==> src/rtl/uart_tx_arbiter_if.sv <==
// uart_tx_arbiter_if: bundles the requester side and the UART side of the transmit arbiter.
//   req_i      requester levels, one bit per source
//   data_i     packed bytes, source k on [8k+7:8k]
//   tx_rdy_i   UART transmitter idle flag (1 = idle)
//   tx_start_o one-cycle start pulse to the UART
//   tx_data_o  latched byte for the UART
//   gnt_o      one-hot grant held for the whole transaction
//   done_o     one-cycle completion pulse on the granted bit
//   busy_o     arbiter not idle
//   err_o      one-cycle handshake timeout pulse
interface uart_tx_arbiter_if #(parameter int N_REQ = 4);
   logic [N_REQ-1:0]   req_i;
   logic [8*N_REQ-1:0] data_i;
   logic               tx_rdy_i;
   logic               tx_start_o;
   logic [7:0]         tx_data_o;
   logic [N_REQ-1:0]   gnt_o;
   logic [N_REQ-1:0]   done_o;
   logic               busy_o;
   logic               err_o;
   modport slave (
      input  req_i, data_i, tx_rdy_i,
      output tx_start_o, tx_data_o, gnt_o, done_o, busy_o, err_o
   );
   modport master (
      output req_i, data_i, tx_rdy_i,
      input  tx_start_o, tx_data_o, gnt_o, done_o, busy_o, err_o
   );
endinterface

==> src/rtl/uart_tx_arbiter.sv <==
// uart_tx_arbiter: round-robin sharing of one UART transmitter among N_REQ byte sources.
//   clk_i  system clock
//   rst_i  asynchronous active-low reset
//   bus    uart_tx_arbiter_if.slave: requests/bytes/tx_rdy in, start/data/grant/done/busy/err out
module uart_tx_arbiter #(
   parameter int N_REQ       = 4,
   parameter int TIMEOUT_CYC = 16
) (
   input  logic              clk_i,
   input  logic              rst_i,
   uart_tx_arbiter_if.slave  bus
);
   localparam int PW = (N_REQ > 1) ? $clog2(N_REQ) : 1;
   localparam int TW = $clog2(TIMEOUT_CYC) + 1;
   typedef enum logic [1:0] {IDLE, START, WAIT_ACK, WAIT_DONE} state_t;
   state_t           state, state_n;
   logic [PW-1:0]    ptr, ptr_n, sel, idx;
   logic [TW-1:0]    timer, timer_n;
   logic             grant, ack_to, fin;
   logic             tx_start_n, busy_n, err_n;
   logic [7:0]       tx_data_n;
   logic [N_REQ-1:0] gnt_n, done_n;
   // The pulse cycle of done_o/err_o blocks a new grant, so completion and grant never coincide.
   assign grant  = (state == IDLE) && bus.tx_rdy_i && (|bus.req_i) && !(|bus.done_o) && !bus.err_o;
   assign ack_to = (state == WAIT_ACK) && bus.tx_rdy_i && (timer == TW'(TIMEOUT_CYC - 1));
   assign fin    = (state == WAIT_DONE) && bus.tx_rdy_i;
   always_ff @(posedge clk_i or negedge rst_i) begin
      if (!rst_i) begin
         state          <= IDLE;
         ptr            <= PW'(N_REQ - 1);
         timer          <= '0;
         bus.tx_start_o <= 1'b0;
         bus.tx_data_o  <= '0;
         bus.gnt_o      <= '0;
         bus.done_o     <= '0;
         bus.busy_o     <= 1'b0;
         bus.err_o      <= 1'b0;
      end else begin
         state          <= state_n;
         ptr            <= ptr_n;
         timer          <= timer_n;
         bus.tx_start_o <= tx_start_n;
         bus.tx_data_o  <= tx_data_n;
         bus.gnt_o      <= gnt_n;
         bus.done_o     <= done_n;
         bus.busy_o     <= busy_n;
         bus.err_o      <= err_n;
      end
   end
   always_comb begin
      state_n = state;
      case (state)
         IDLE:      state_n = grant ? START : IDLE;
         START:     state_n = WAIT_ACK;
         WAIT_ACK:  state_n = !bus.tx_rdy_i ? WAIT_DONE : ack_to ? IDLE : WAIT_ACK;
         WAIT_DONE: state_n = fin ? IDLE : WAIT_DONE;
         default:   state_n = IDLE;
      endcase
   end
   always_comb begin
      // Scan from the farthest offset down so the nearest requester after ptr wins.
      sel = ptr;
      idx = '0;
      for (int i = N_REQ; i >= 1; i--) begin
         idx = PW'((int'(ptr) + i) % N_REQ);
         if (bus.req_i[idx]) sel = idx;
      end
      tx_start_n = grant;
      tx_data_n  = grant ? bus.data_i[{sel, 3'b000} +: 8] : bus.tx_data_o;
      gnt_n      = grant ? N_REQ'(1) << sel : (ack_to || fin) ? '0 : bus.gnt_o;
      done_n     = fin ? bus.gnt_o : '0;
      err_n      = ack_to;
      busy_n     = state_n != IDLE;
      ptr_n      = grant ? sel : ptr;
      // Saturating timer: it never wraps back into the timeout window.
      timer_n    = (state == START) ? '0 :
                   (state == WAIT_ACK && bus.tx_rdy_i && timer != '1) ? timer + 1'b1 : timer;
   end
endmodule
==> src/flat_wrapper.sv <==
// flat-port wrapper written by rule: the top's interface ports become plain ports
module uart_tx_arbiter_flat 
#(
   parameter int N_REQ       = 4,
   parameter int TIMEOUT_CYC = 16
)
  (clk_i, rst_i, bus_req_i, bus_data_i, bus_tx_rdy_i, bus_tx_start_o, bus_tx_data_o, bus_gnt_o, bus_done_o, bus_busy_o, bus_err_o);
  uart_tx_arbiter_if #(.N_REQ(N_REQ)) bus_i ();
  input  logic clk_i;
  input  logic rst_i;
  input wire logic [$bits(bus_i.req_i)-1:0] bus_req_i;
  input wire logic [$bits(bus_i.data_i)-1:0] bus_data_i;
  input wire logic [$bits(bus_i.tx_rdy_i)-1:0] bus_tx_rdy_i;
  output wire logic [$bits(bus_i.tx_start_o)-1:0] bus_tx_start_o;
  output wire logic [$bits(bus_i.tx_data_o)-1:0] bus_tx_data_o;
  output wire logic [$bits(bus_i.gnt_o)-1:0] bus_gnt_o;
  output wire logic [$bits(bus_i.done_o)-1:0] bus_done_o;
  output wire logic [$bits(bus_i.busy_o)-1:0] bus_busy_o;
  output wire logic [$bits(bus_i.err_o)-1:0] bus_err_o;
  assign bus_i.req_i = bus_req_i;
  assign bus_i.data_i = bus_data_i;
  assign bus_i.tx_rdy_i = bus_tx_rdy_i;
  assign bus_tx_start_o = bus_i.tx_start_o;
  assign bus_tx_data_o = bus_i.tx_data_o;
  assign bus_gnt_o = bus_i.gnt_o;
  assign bus_done_o = bus_i.done_o;
  assign bus_busy_o = bus_i.busy_o;
  assign bus_err_o = bus_i.err_o;
  uart_tx_arbiter #(.N_REQ(N_REQ), .TIMEOUT_CYC(TIMEOUT_CYC)) u_core (.clk_i(clk_i), .rst_i(rst_i), .bus(bus_i));
endmodule
==> config.mk <==
export PLATFORM = sky130hd
export DESIGN_NAME = uart_tx_arbiter_flat
export DESIGN_NICKNAME = d
export VERILOG_FILES = /design/src/rtl/uart_tx_arbiter_if.sv /design/src/rtl/uart_tx_arbiter.sv /design/src/flat_wrapper.sv
export SDC_FILE = /design/constraint.sdc
export NUM_CORES = 1
export LEC_CHECK = 0
export BUFFER_PORTS_ARGS = -buffer_cell sky130_fd_sc_hd__buf_4
export CAP_MARGIN = 20
export CORE_MARGIN = 4
export CORE_UTILIZATION = 49
export CTS_CLUSTER_SIZE = 28
export DETAILED_ROUTE_END_ITERATION = 16
export PLACE_DENSITY = 0.83
export SLEW_MARGIN = 40
export SYNTH_ARGS = -nofsm -noshare
export SYNTH_HDL_FRONTEND = slang
export SYNTH_SLANG_ARGS = --single-unit
==> constraint.sdc <==
create_clock -name clk_i -period 2.2 [get_ports clk_i]
set_input_delay 0.33 -clock clk_i [delete_from_list [all_inputs] [get_ports clk_i]]
set_output_delay 0.33 -clock clk_i [all_outputs]
set_load 0.05 [all_outputs]
==> results.md <==
* Antenna cells at 0
* WHS Path Cells at 2
* Post-route cell area at 0.00209 sq mm
* # setup viols final at 0
* Layout area overhead at 29.5%
* Die width at 65.4 um
* Max_cap viols at 0
* Delay-heaviest family, CP: simple AND/OR/NAND/NOR gates
* Hold Vio Cnt, Final at 0
* Port Buffers at 57
* Status: finished, final reports clean
* CP endpoint kind: flip-flop
* Final Util at 67.4%
* Final-layout fill cell count at 260
* DRC errors left at 0
* Final nets at 253
* Crit start category: flip-flop
* Layout cells sized above 1 at a little under two fifths
* Fmax at 486 MHz
* Max-slew violation count at 0
* Clock root buffer: clkbuf_4
* Die area at 0.00428 sq mm
* Register area at about 700 sq um
* Multi-input logic area at ~800 sq um
* Worst-Skew Late Latency at 330 ps
* Least-Margin Pin Slew at 771 ps
* Worst Reg2Reg Path Length in Cells at 4
* Area of placed instances at 0.00203 sq mm
* Initial core utilization at approximately 52%
* Drt total wl at 4.05 mm
* Via/cell ratio at 5.57
* RSZ-0062 raised after global routing: false
* Placed insts at 249
* CTS sink cnt at 28
* Cell breakdown of the critical path: nor4b_4 -> o311ai_4 -> nor2_1 -> a22o_1
* Initial antenna violation count at 0
* Non-filler cells, final at 254
* Period Utilization, post-route at 93.5%
* Clk buf depth at 2
* GPL Wtd Cong at 0.831
* Crit-path max FO at 11
* HP Class: in -> reg
* Xor/xnor share of the synthesized area at 0%
* Avg Cell Area, Syn at 10.4 sq um
* Iter 0 DRT Violations at 63
* Post-DP HPWL at approximately 3.2 mm
* Syn Nets at roughly 200
* Shortest period the worst path allows at 2060 ps
* Synth Area in Compound Gates at 25.3%
* Seq/Total Area, Yosys at 43.6%
* Post-CTS Hold Buffers at 1
* Routed Antenna Nets at 0
* CTS Buf Count at 3
* Critical path depth in cells at 4
* Site Rows at 20
* Syn Inst Count at 155
* Ys Warns at 0
* Library cells used by synthesis at 35
* Setup TNS at 0 ps
* Via count at 1416
* Worst IR drop on VDD at ~870 uV
* Final Skew at 5.61 ps
* Critical path class: reg -> reg
* CTS tree: done
* Global-route wire length before repair at 6.84 mm
* Leakage at 0.00101 uW
* Post-Synth Simple-Gate Area at 15.9%
* Synthesized flop and latch total at 28
* CTS clk-pin slew, worst paths at 160 ps
* PwrDens at roughly 1300 mW/mm^2
* GRT Util Overall at just over 20%
* Mapped Area at 0.00161 sq mm
* WP data required at 2470 ps
* Vert. Die Dim at approximately 65 um
* GR Overflow Total at 0
* Crit path max-delay cell type: nor2_1
* Rel. slew slack at between 40% and 50%
* Worst path arrival time at around 2300 ps
* H-tree depth at 1
* Wire per inst at between 15 and 20 um
* Core Box Area at 0.00310 sq mm
* I/O pin cnt at 58
* DR pass1 iterations at 4
* Vias in the first global route at between 1.5k and 2k
* Worst path buffer plus inverter count at 0
* Mux share of post-synthesis cell area at ~5.6%
* Resized Gates After CTS at 0
* Post CTS Setup Buffer Count at 0
* Main combinational cell family by area after synthesis: compound AO/OA/AOI/OAI gates
* Largest net degree at the start of global routing at 29
* Post-synthesis adder-cell area fraction at under 10%
* Max stage delay on crit path at 640 ps
-- cell type report --
type / count / share of cell area (%)
Multi-Input combinational cell: 107 / 37.9
Sequential cell: 28 / 33.6
Timing Repair Buffer: 58 / 20.9
Tap cell: 44 / 2.63
Inverter: 13 / 2.33
Clock inverter: 1 / 1.44
Clock buffer: 3 / 1.08
-- synthesized netlist by cell type --
cell / n / area (sq um)
dfrtp_1: 26 / 651
o21ai_0: 9 / 45.0
and2_1: 4 / 25.0
a21oi_1: 5 / 25.0
a211oi_1: 8 / 60.1
a211oi_2: 8 / 100
o311ai_4: 1 / 26.3
and3_1: 2 / 12.5
a22o_1: 4 / 35.0
o22ai_1: 1 / 6.26
nand2_1: 8 / 30.0
inv_2: 1 / 3.75
and3_4: 1 / 11.3
nor2_1: 17 / 63.8
a31oi_1: 8 / 50.1
nor3b_1: 1 / 7.51
ha_1: 3 / 37.5
a211o_1: 1 / 8.76
buf_2: 1 / 5.00
nand4_1: 1 / 6.26
or2_0: 1 / 6.26
a21o_2: 1 / 8.76
o211ai_1: 2 / 15.0
or2b_1: 2 / 15.0
nor4b_4: 1 / 23.8
inv_1: 12 / 45.0
nor2b_1: 3 / 18.8
nor4_4: 1 / 21.3
a21bo_1: 1 / 10.0
buf_6: 5 / 56.3
o21bai_4: 1 / 18.8
nor3_1: 3 / 15.0
buf_4: 1 / 7.51
mux2i_1: 9 / 90.1
dfstp_2: 2 / 52.6
-- logic make-up after synthesis --
logic type | after synthesis
AO/OA/AOI/OAI | 50
adder cells (fa/ha/maj) | 3
buffers and inverters | 20
flip-flops | 28
multiplexers | 9
AND/OR/NAND/NOR | 45
-- report_power, final --
group | internal, uW | switching, uW
logic | 482 | 906
registers | 708 | 191
clock network | 184 | 160
-- sequential cells by signal, summed over array words and instances, names as in the netlist --
signal	count
u_core.bus.done_o	4
u_core.bus.gnt_o	4
u_core.bus.busy_o	1
u_core.bus.tx_start_o	1
u_core.ptr	2
u_core.timer	5
u_core.bus.err_o	1
u_core.state	2
u_core.bus.tx_data_o	8
-- placed cells by master, fill, tap and decap left out, drive strengths merged --
| cell type | instances |
|---|---|
| o211ai | 2 |
| nor3b | 1 |
| a21o | 1 |
| dlygate4sd3 | 1 |
| mux2i | 9 |
| o21ai | 9 |
| a22o | 4 |
| a211oi | 16 |
| or2b | 2 |
| inv | 13 |
| a21bo | 1 |
| or2 | 1 |
| o22ai | 1 |
| nor4 | 1 |
| nor3 | 3 |
| a31oi | 8 |
| nand2 | 8 |
| dfstp | 2 |
| dfrtp | 26 |
| bufinv | 1 |
| clkbuf | 3 |
| nor2 | 17 |
| o21bai | 1 |
| o311ai | 1 |
| and3 | 3 |
| a211o | 1 |
| nor2b | 3 |
| nor4b | 1 |
| ha | 3 |
| buf | 57 |
| and2 | 4 |
| a21oi | 5 |
| nand4 | 1 |
-- worst register-to-register path: stages, from the launching register on --
cell and delay, ps:
dfrtp_1 530, nor4b_4 360, o311ai_4 200, nor2_1 650
a22o_1 270
-- metrics by stage --
stage	worst slack [ps]	hold slack (ps)	power, uW
floorplan	363	34.4	1930
detailed placement	143	271	2310
finish	143	238	2630
global route	8.09	206	2790
CTS	135	224	2640
global placement	303	260	2240
-- per-layer routing --
layer	vias to the layer above	part of all wire [%]	GRT usage (%)
met5	-	0	0
met4	0	1.5	7.51
met3	6	6.5	3.42
met2	62	52	37.5
met1	680	40	23.7
li1	668	-	-
-- final timing paths --
path | startpoint | endpoint | slack (ps)
worst max-delay path | u_core.state[1] | u_core.bus.gnt_o[3] | 140
worst min-delay path | bus_tx_rdy_i | u_core.state[0] | 240
worst max register to register | u_core.state[1] | u_core.bus.gnt_o[3] | 140
worst min register to register | u_core.bus.gnt_o[0] | u_core.bus.done_o[0] | 540
max in group asynchronous | rst_i | u_core.ptr[0] | 1460
min in group asynchronous | rst_i | u_core.bus.done_o[2] | 440
(Power assumes the default switching activity.)
